**src/rtl/sb_pkg.sv**
```systemverilog
// Shared sizes and types for the GPR hazard scoreboard.
package sb_pkg;
    localparam int REG_IDX_W = 5;
    localparam int NUM_REGS  = 32;
    localparam int CNT_W     = 2;

    typedef logic [CNT_W-1:0] cnt_t;

    localparam cnt_t CNT_MAX = cnt_t'((1 << CNT_W) - 1);
endpackage

```
**src/rtl/rf_hazard_scoreboard_if.sv**
```systemverilog
// ID/WB-facing signal bundle of the hazard scoreboard.
// stall_cycles exists only when SB_PERF_EN is defined.
interface rf_hazard_scoreboard_if;
    import sb_pkg::*;

    logic                 id_issue_valid;
    logic                 id_issue_we;
    logic [REG_IDX_W-1:0] id_issue_waddr;
    logic                 id_rs1_valid;
    logic [REG_IDX_W-1:0] id_rs1;
    logic                 id_rs2_valid;
    logic [REG_IDX_W-1:0] id_rs2;
    logic                 wb_retire_valid;
    logic                 wb_retire_we;
    logic [REG_IDX_W-1:0] wb_retire_waddr;
    logic                 id_stall;
    logic [NUM_REGS-1:0]  busy_vec;
    logic                 sb_err;
`ifdef SB_PERF_EN
    logic [31:0]          stall_cycles;

    modport master (
        output id_issue_valid, id_issue_we, id_issue_waddr,
        output id_rs1_valid, id_rs1, id_rs2_valid, id_rs2,
        output wb_retire_valid, wb_retire_we, wb_retire_waddr,
        input  id_stall, busy_vec, sb_err, stall_cycles
    );
    modport slave (
        input  id_issue_valid, id_issue_we, id_issue_waddr,
        input  id_rs1_valid, id_rs1, id_rs2_valid, id_rs2,
        input  wb_retire_valid, wb_retire_we, wb_retire_waddr,
        output id_stall, busy_vec, sb_err, stall_cycles
    );
`else
    modport master (
        output id_issue_valid, id_issue_we, id_issue_waddr,
        output id_rs1_valid, id_rs1, id_rs2_valid, id_rs2,
        output wb_retire_valid, wb_retire_we, wb_retire_waddr,
        input  id_stall, busy_vec, sb_err
    );
    modport slave (
        input  id_issue_valid, id_issue_we, id_issue_waddr,
        input  id_rs1_valid, id_rs1, id_rs2_valid, id_rs2,
        input  wb_retire_valid, wb_retire_we, wb_retire_waddr,
        output id_stall, busy_vec, sb_err
    );
`endif
endinterface

```
**src/rtl/sb_reg_counter.sv**
```systemverilog
// Saturating up/down count of in-flight writes to one GPR.
// err_o pulses when an increment hits the ceiling or a decrement hits zero.
module sb_reg_counter
    import sb_pkg::*;
(
    input  logic clk,
    input  logic rst,
    input  logic inc_i,
    input  logic dec_i,
    output logic busy_o,
    output logic err_o
);
    cnt_t cnt_q, cnt_d;

    always_comb begin
        cnt_d = cnt_q;
        err_o = 1'b0;
        // Simultaneous issue and retire of the same register cancel out.
        if (inc_i && !dec_i) begin
            if (cnt_q == CNT_MAX) err_o = 1'b1;
            else                  cnt_d = cnt_q + cnt_t'(1);
        end else if (dec_i && !inc_i) begin
            if (cnt_q == '0) err_o = 1'b1;
            else             cnt_d = cnt_q - cnt_t'(1);
        end
    end

    always_ff @(posedge clk) begin
        if (rst) cnt_q <= '0;
        else     cnt_q <= cnt_d;
    end

    assign busy_o = (cnt_q != '0);
endmodule

```
**src/rtl/rf_hazard_scoreboard.sv**
```systemverilog
// Tracks un-retired GPR writes between ID issue and WB and stalls ID on RAW hazards.
// Optional stall-cycle performance counter enabled by SB_PERF_EN.
module rf_hazard_scoreboard
    import sb_pkg::*;
(
    input  logic                    clk,
    input  logic                    rst,
    rf_hazard_scoreboard_if.slave   sb
);
    logic [NUM_REGS-1:0] busy;
    logic [NUM_REGS-1:0] cnt_err;
    logic                id_stall;
    logic                sb_err_q, sb_err_d;

    // r0 is hardwired zero and never has a pending producer.
    assign busy[0]    = 1'b0;
    assign cnt_err[0] = 1'b0;

    for (genvar gi = 1; gi < NUM_REGS; gi++) begin : g_reg
        logic inc, dec;
        assign inc = sb.id_issue_valid & sb.id_issue_we &
                     (sb.id_issue_waddr == REG_IDX_W'(gi));
        assign dec = sb.wb_retire_valid & sb.wb_retire_we &
                     (sb.wb_retire_waddr == REG_IDX_W'(gi));

        sb_reg_counter u_cnt (
            .clk    (clk),
            .rst    (rst),
            .inc_i  (inc),
            .dec_i  (dec),
            .busy_o (busy[gi]),
            .err_o  (cnt_err[gi])
        );
    end

    // Registered busy only: a retire this cycle releases the stall next cycle.
    assign id_stall = (sb.id_rs1_valid & busy[sb.id_rs1]) |
                      (sb.id_rs2_valid & busy[sb.id_rs2]);

    assign sb_err_d = sb_err_q | (|cnt_err) | (sb.id_issue_valid & id_stall);

    always_ff @(posedge clk) begin
        if (rst) sb_err_q <= 1'b0;
        else     sb_err_q <= sb_err_d;
    end

    assign sb.id_stall = id_stall;
    assign sb.busy_vec = busy;
    assign sb.sb_err   = sb_err_q;

`ifdef SB_PERF_EN
    logic [31:0] stall_cycles_q, stall_cycles_d;

    assign stall_cycles_d = stall_cycles_q + {31'd0, id_stall};

    always_ff @(posedge clk) begin
        if (rst) stall_cycles_q <= '0;
        else     stall_cycles_q <= stall_cycles_d;
    end

    assign sb.stall_cycles = stall_cycles_q;
`endif
endmodule
```
**src/flat_wrapper.sv**
```systemverilog
// flat-port wrapper written by rule: the top's interface ports become plain ports
module rf_hazard_scoreboard_flat import sb_pkg::*;
  (clk, rst, sb_id_issue_valid, sb_id_issue_we, sb_id_issue_waddr, sb_id_rs1_valid, sb_id_rs1, sb_id_rs2_valid, sb_id_rs2, sb_wb_retire_valid, sb_wb_retire_we, sb_wb_retire_waddr, sb_id_stall, sb_busy_vec, sb_sb_err);
  rf_hazard_scoreboard_if sb_i ();
  input  logic clk;
  input  logic rst;
  input wire logic [$bits(sb_i.id_issue_valid)-1:0] sb_id_issue_valid;
  input wire logic [$bits(sb_i.id_issue_we)-1:0] sb_id_issue_we;
  input wire logic [$bits(sb_i.id_issue_waddr)-1:0] sb_id_issue_waddr;
  input wire logic [$bits(sb_i.id_rs1_valid)-1:0] sb_id_rs1_valid;
  input wire logic [$bits(sb_i.id_rs1)-1:0] sb_id_rs1;
  input wire logic [$bits(sb_i.id_rs2_valid)-1:0] sb_id_rs2_valid;
  input wire logic [$bits(sb_i.id_rs2)-1:0] sb_id_rs2;
  input wire logic [$bits(sb_i.wb_retire_valid)-1:0] sb_wb_retire_valid;
  input wire logic [$bits(sb_i.wb_retire_we)-1:0] sb_wb_retire_we;
  input wire logic [$bits(sb_i.wb_retire_waddr)-1:0] sb_wb_retire_waddr;
  output wire logic [$bits(sb_i.id_stall)-1:0] sb_id_stall;
  output wire logic [$bits(sb_i.busy_vec)-1:0] sb_busy_vec;
  output wire logic [$bits(sb_i.sb_err)-1:0] sb_sb_err;
  assign sb_i.id_issue_valid = sb_id_issue_valid;
  assign sb_i.id_issue_we = sb_id_issue_we;
  assign sb_i.id_issue_waddr = sb_id_issue_waddr;
  assign sb_i.id_rs1_valid = sb_id_rs1_valid;
  assign sb_i.id_rs1 = sb_id_rs1;
  assign sb_i.id_rs2_valid = sb_id_rs2_valid;
  assign sb_i.id_rs2 = sb_id_rs2;
  assign sb_i.wb_retire_valid = sb_wb_retire_valid;
  assign sb_i.wb_retire_we = sb_wb_retire_we;
  assign sb_i.wb_retire_waddr = sb_wb_retire_waddr;
  assign sb_id_stall = sb_i.id_stall;
  assign sb_busy_vec = sb_i.busy_vec;
  assign sb_sb_err = sb_i.sb_err;
  rf_hazard_scoreboard u_core (.clk(clk), .rst(rst), .sb(sb_i));
endmodule
```
**config.mk**
```make
export PLATFORM = sky130hd
export DESIGN_NAME = rf_hazard_scoreboard_flat
export DESIGN_NICKNAME = d
export VERILOG_FILES = /design/src/rtl/sb_pkg.sv /design/src/rtl/rf_hazard_scoreboard_if.sv /design/src/rtl/sb_reg_counter.sv /design/src/rtl/rf_hazard_scoreboard.sv /design/src/flat_wrapper.sv
export SDC_FILE = /design/constraint.sdc
export NUM_CORES = 1
export LEC_CHECK = 0
export CAP_MARGIN = 5
export CORE_MARGIN = 3
export CORE_UTILIZATION = 53
export DETAILED_ROUTE_END_ITERATION = 8
export PLACE_DENSITY = 0.78
export SYNTH_ARGS = -nofsm -noshare
export SYNTH_HDL_FRONTEND = slang
export SYNTH_SLANG_ARGS = --single-unit
export TNS_END_PERCENT = 1
```
**constraint.sdc**
```tcl
create_clock -name clk -period 2.85 [get_ports clk]
set_input_delay 0.7125 -clock clk [delete_from_list [all_inputs] [get_ports clk]]
set_output_delay 0.7125 -clock clk [all_outputs]
set_load 0.01 [all_outputs]
```
Word-level counts from Yosys, hierarchy flattened:

Index checks and enable logic that the tools add are counted.

* input port bits: 28
* word-level logic and storage cells: 822
* flip-flop bits (word level): 63

* muxes and demuxes: 252
* reductions and logical operators: 249
* bitwise logic cells: 70
* equal/unequal tests: 155
* order comparisons: 2
* $add $sub $neg: 62

Operators with widths (number)
* two-way mux 2 bit: 124
* == test 5 bit, second input constant: 32
* two-way mux 1 bit: 126
* != test 2 bit, second input constant: 62
* nonzero test 2 bit: 62
* AND reduction 3 bit: 31
* == test 5 x 4 -> 1 bit, second input constant: 16
* bitwise AND 1 bit: 67
* adder 2 x 1 -> 2 bit, second input constant: 31
* == test 2 bit, second input constant: 31
* logical AND 1 bit: 62
* zero test 1 bit: 62
* zero test 2 bit: 31
* subtractor 2 x 1 -> 2 bit, second input constant: 31
* == test 5 x 3 -> 1 bit, second input constant: 8
* OR reduction 31 bit: 1
* == test 5 x 2 -> 1 bit, second input constant: 4
* < comparator 5 x 6 -> 1 bit, second input constant: 2
* binary-select mux 1 bit (select 5 bit): 2
* == test 5 x 1 -> 1 bit, second input constant: 2
* bitwise OR 1 bit: 3

Depth between registers and ports, before layout:

* depth after elaboration: 9
* gate-level depth with buffers: 12
* depth with buffers taken out: 12

By module:

Synthesis repeated with hierarchy kept, for this count alone.

* cells, all modules: 730
* area total of the unflattened synthesis: 5983.2 um^2

By module, submodules not included
* sb_reg_counter (u_core.g_reg[10].u_cnt ...): cells an instance 18, area an instance 157.7 um^2, times used 22
* sb_reg_counter (u_core.g_reg[30].u_cnt ...): cells an instance 18, area an instance 151.4 um^2, times used 9
* rf_hazard_scoreboard: cells an instance 172, area an instance 1152.4 um^2, times used 1

Worst setup path after synthesis:

OpenSTA, ideal clock, no wires.

* kind: input -> register
* start: input port sb_wb_retire_valid
* end: register u_core.sb_err_q, in the netlist u_core.sb.sb_err
* library setup time: 0.133 ns
* cell stages on the path: 11
* slack: 0.018 ns
* data arrival time: 2.699 ns
* path through: nand2_1 or2_2 nor2_1 nand2_1 ha_1 and3_1 a31oi_1 nand4_1 or4_1 nor3_1 a311oi_1

* word-level cells in the longest chain between the ends: 8

RTL lines
* start: declaration: RTL line flat_wrapper.sv:14 `input wire logic [$bits(sb_i.wb_retire_valid)-1:0] sb_wb_retire_valid;`
* bitwise AND 1 bit (*): RTL line rf_hazard_scoreboard.sv:23 `assign dec = sb.wb_retire_valid & sb.wb_retire_we &`
* bitwise AND 1 bit: RTL line rf_hazard_scoreboard.sv:23
* logical AND 1 bit / zero test 1 bit (equally long branches): RTL line sb_reg_counter.sv:22, sb_reg_counter.sv:19
* two-way mux 1 bit / logical AND 1 bit (equally long branches): RTL line sb_reg_counter.sv:22, sb_reg_counter.sv:19
* two-way mux 1 bit: RTL line sb_reg_counter.sv:19 `if (inc_i && !dec_i) begin`
* OR reduction 31 bit (*): RTL line rf_hazard_scoreboard.sv:40 `assign sb_err_d = sb_err_q | (|cnt_err) | (sb.id_issue_valid & id_stall);`
* bitwise OR 1 bit (*) (2 in series): RTL line rf_hazard_scoreboard.sv:40
* end signal: assignment: RTL line rf_hazard_scoreboard.sv:44 `else sb_err_q <= sb_err_d;`
* end: declaration: RTL line rf_hazard_scoreboard.sv:13 `logic sb_err_q, sb_err_d;`

Every way passes the cells marked *; elsewhere a longest branch is shown, timed or not.
A chain may end at the register's enable or synchronous reset.

Worst setup path in the final report:

Ends and elaborated chain as after synthesis.

==> impl_results.md <==
- Status: finished, violations left
- Failing checks: setup timing
- Post-DP HPWL: between 15000 and 20000 µm
- Pwr/cell area: between 200 and 300 nW/µm²
- WL per Instance: 18.3 µm
- Total CTS buffers: 9
- Iteration-0 DRC Markers: 664
- WHS: 0.552 ns
- Crit path time final: 3.15 ns
- Filler cells: a little under 800
- Routed WL: 21200 µm
- Core area: around 11000 µm²
- Post-synth ARST share: 0%
- Hold path startpoint: u_core.g_reg[30].u_cnt.cnt_q[0]
- Worst Path Max Fanout: 4
- First-pass GRT wire length: ~34000 µm
- Vias: ~6800
- Fin nets: around 1100
- Row count: 37
- Compound-cell area share of the yosys netlist: 22.9%
- Main combinational cell family by area after synthesis: simple AND/OR/NAND/NOR gates
- Remaining DRCs: 0
- Worst reg2reg startpoint: u_core.g_reg[10].u_cnt.cnt_q[0]
- Post-synthesis cell area: just under 6000 µm²
- CP Capture Type: register
- Vias in the first global route: 6711
- CTS sink cnt: 63
- Dpl cells: ~1100
- Area growth syn-to-layout: 39.1%
- VDD IR max: around 0.24 mV
- Clk_skew: about 0.0053 ns
- Clock buffer depth: 2
- Max Freq: approximately 320 MHz
- YS warnings: 0
- Max-cap violation count: 0
- Register area share after synthesis: a little over a fifth
- Fin. Hold Viols: 0
- Largest net degree at the start of global routing: 36
- Post-Synthesis Cells: between 800 and 900
- Antenna Nets Post-Route: 0
- Worst-Margin Slew: roughly 0.53 ns
- Worst-path clk slew: approximately 0.07 ns
- Synth Area in Adders: 13.2%
- WP data required: approximately 3 ns
- R2R depth: 9
- Post-route design area: slightly above 8000 µm²
- Cell variety after synth: 45
- Ratio of cells with drive above 1 in the final layout: between 20% and 30%
- Number of flops mapped to enable cells by yosys: 0
- Syn Area/Cell: approximately 7.0 µm²
- Final std cells w/o fill: roughly 1200
- All-Layer GR Usage: 34.1%
- Top cell type's share of synthesized area: around 21%
- Pre-CTS WS: -0.970 ns
- Die Area: 12400 µm²
- Post-DP Area: 7530 µm²
- Min-Delay Endpoint: u_core.g_reg[30].u_cnt.cnt_q[1]
- Drt first pass iters: 7
- Die H: about 110 µm
- Synth Flop Type: dfxtp_1
- XOR/XNOR share of the synthesized area: 0%
- ANT cells: 0
- Commonest cells after routing, fill and taps aside: 163 x buf_4, 90 x inv_1, 89 x nor2_1, 77 x o21ai_0, 61 x dfxtp_1
- Pwr Total: approximately 2.1 mW
- Boundary pin count: between 60 and 70
- Initial Utilization: ~56%
- CP arrival: between 3 and 4 ns
- Unrepaired setup endpoints after global routing: true
- Period Utilization, post-route: 111%
- Die X: 111 µm
- Reg2reg setup slack: approximately 0.57 ns
- CTS tree: yes
- Final WS setup: -0.302 ns
- Worst Hold Class: reg -> reg
- Post-route core utilization: between 70% and 80%
- Cells on Worst Hold Path: 2
- Clk Tree Root Cell: clkbuf_8
- Critical path launch point type: input pin
- Mux contribution to synthesized area: between 1.5 and 2%
- Buffers on Ports: 60
- Synth Register Bits: 63
- Worst relative slew slack: about 64%
- Top cells by area, synth: dfxtp_1 21%, ha_1 13%, nor2_1 6.8%
- Clk_lat worst skew: 0.36 ns
- Leak: roughly 3.6 nW
- R2R Path End: u_core.sb.sb_err
- Final-report setup violation count: 2
- Via density per instance: about 5.9
- Initial antenna violation count: 0
- Crit Path Class: in -> reg
- CTS H-tree depth: 3
- Fin Setup TNS: -0.492 ns
- Syn nets: ~930
- Synth Area in Simple Gates: approximately 28%
- Grt ovf: 0
- Leading area contributor after synthesis: dfxtp_1
- Leading cell type in the layout, fill and taps excluded: buf_4
- RD Place Congestion: ~1
- Final slew viol count: 0
-- final cells by class --
cell class,instances,area (µm²),area share (%)
inverter,90,338,4.14
tap,136,170,2.08
multi-input combinational,622,4240,51.9
clock inverter,4,70.1,0.858
timing repair buffer,233,1940,23.8
sequential,63,1260,15.5
clock buffer,11,141,1.73
-- worst max-delay path: stages --
cell and delay [ns]:
clkdlybuf4s50_1 0.50, nand2_1 0.07, or2_4 0.27, nor3_1 0.15
buf_4 0.16, nand2_1 0.07, ha_1 0.21, a31oi_1 0.23
nand4_1 0.18, or4_4 0.59, nor2_2 0.14, a311oi_1 0.10
-- logic make-up after synthesis --
family                     Yosys count
AOI/OAI and AO/OA                  225
adders and majority gates           62
buffers and inverters              158
DFF                                 63
muxes                                6
other                                1
and+or+nand+nor                    328
-- cell usage after synthesis (all sizes together) (5+ instances only) --
cell / instances
a211oi: 10
a21oi: 57
a31oi: 31
buf: 39
a21o: 16
or2: 19
nand3: 7
nand4: 8
nor2: 106
clkbuf: 29
nor3: 38
dfxtp: 63
ha: 62
a221oi: 12
o21ai: 79
nand2: 59
o22ai: 5
and3: 5
nor4b: 25
nand2b: 16
inv: 90
nor2b: 38
-- flip-flops by register name, indices dropped and copies added, names as in the netlist --
signal,flops
u_core.g.u_cnt.cnt_q,62
u_core.sb.sb_err,1
-- worst max path at each step --
| stage | startpoint | endpoint | slack, ns | depth (start not counted) |
|---|---|---|---|---|
| finish | sb_wb_retire_valid | u_core.sb.sb_err | -0.30 | 12 |
| floorplan | sb_wb_retire_valid | u_core.sb.sb_err | 0.02 | 11 |
| global route | sb_wb_retire_valid | u_core.sb.sb_err | -0.38 | 12 |
| global placement | sb_id_rs1[2] | sb_id_stall | -1.03 | 9 |
| CTS | u_core.g_reg[2].u_cnt.cnt_q[1] | sb_id_stall | -0.17 | 7 |
| detailed placement | sb_id_rs1[2] | sb_id_stall | -0.97 | 9 |
-- layer usage --
layer / vias to the layer above / share of wire (%) / routed length, µm / global-route usage [%]
met2: 315 / 47 / 10100 / 57.5
met3: 89 / 8.5 / 1810 / 4.91
met5: - / 0 / 0 / 0
met4: 0 / 5.2 / 1100 / 17.3
li1: 3242 / - / - / -
met1: 3187 / 39 / 8270 / 42.1
-- power by group --
| group | internal [mW] | switching, mW |
|---|---|---|
| sequential | 0.882 | 0.00256 |
| clock | 0.509 | 0.373 |
| combinational | 0.148 | 0.169 |
-- timing repair --
item	CTS	global route
pin swaps	22	10
endpoints found under the setup margin	2	2
cloned	2	0
hold buffers	0	0
resized for setup	100	21
buffers inserted	5	1
(Power assumes the default switching activity.)
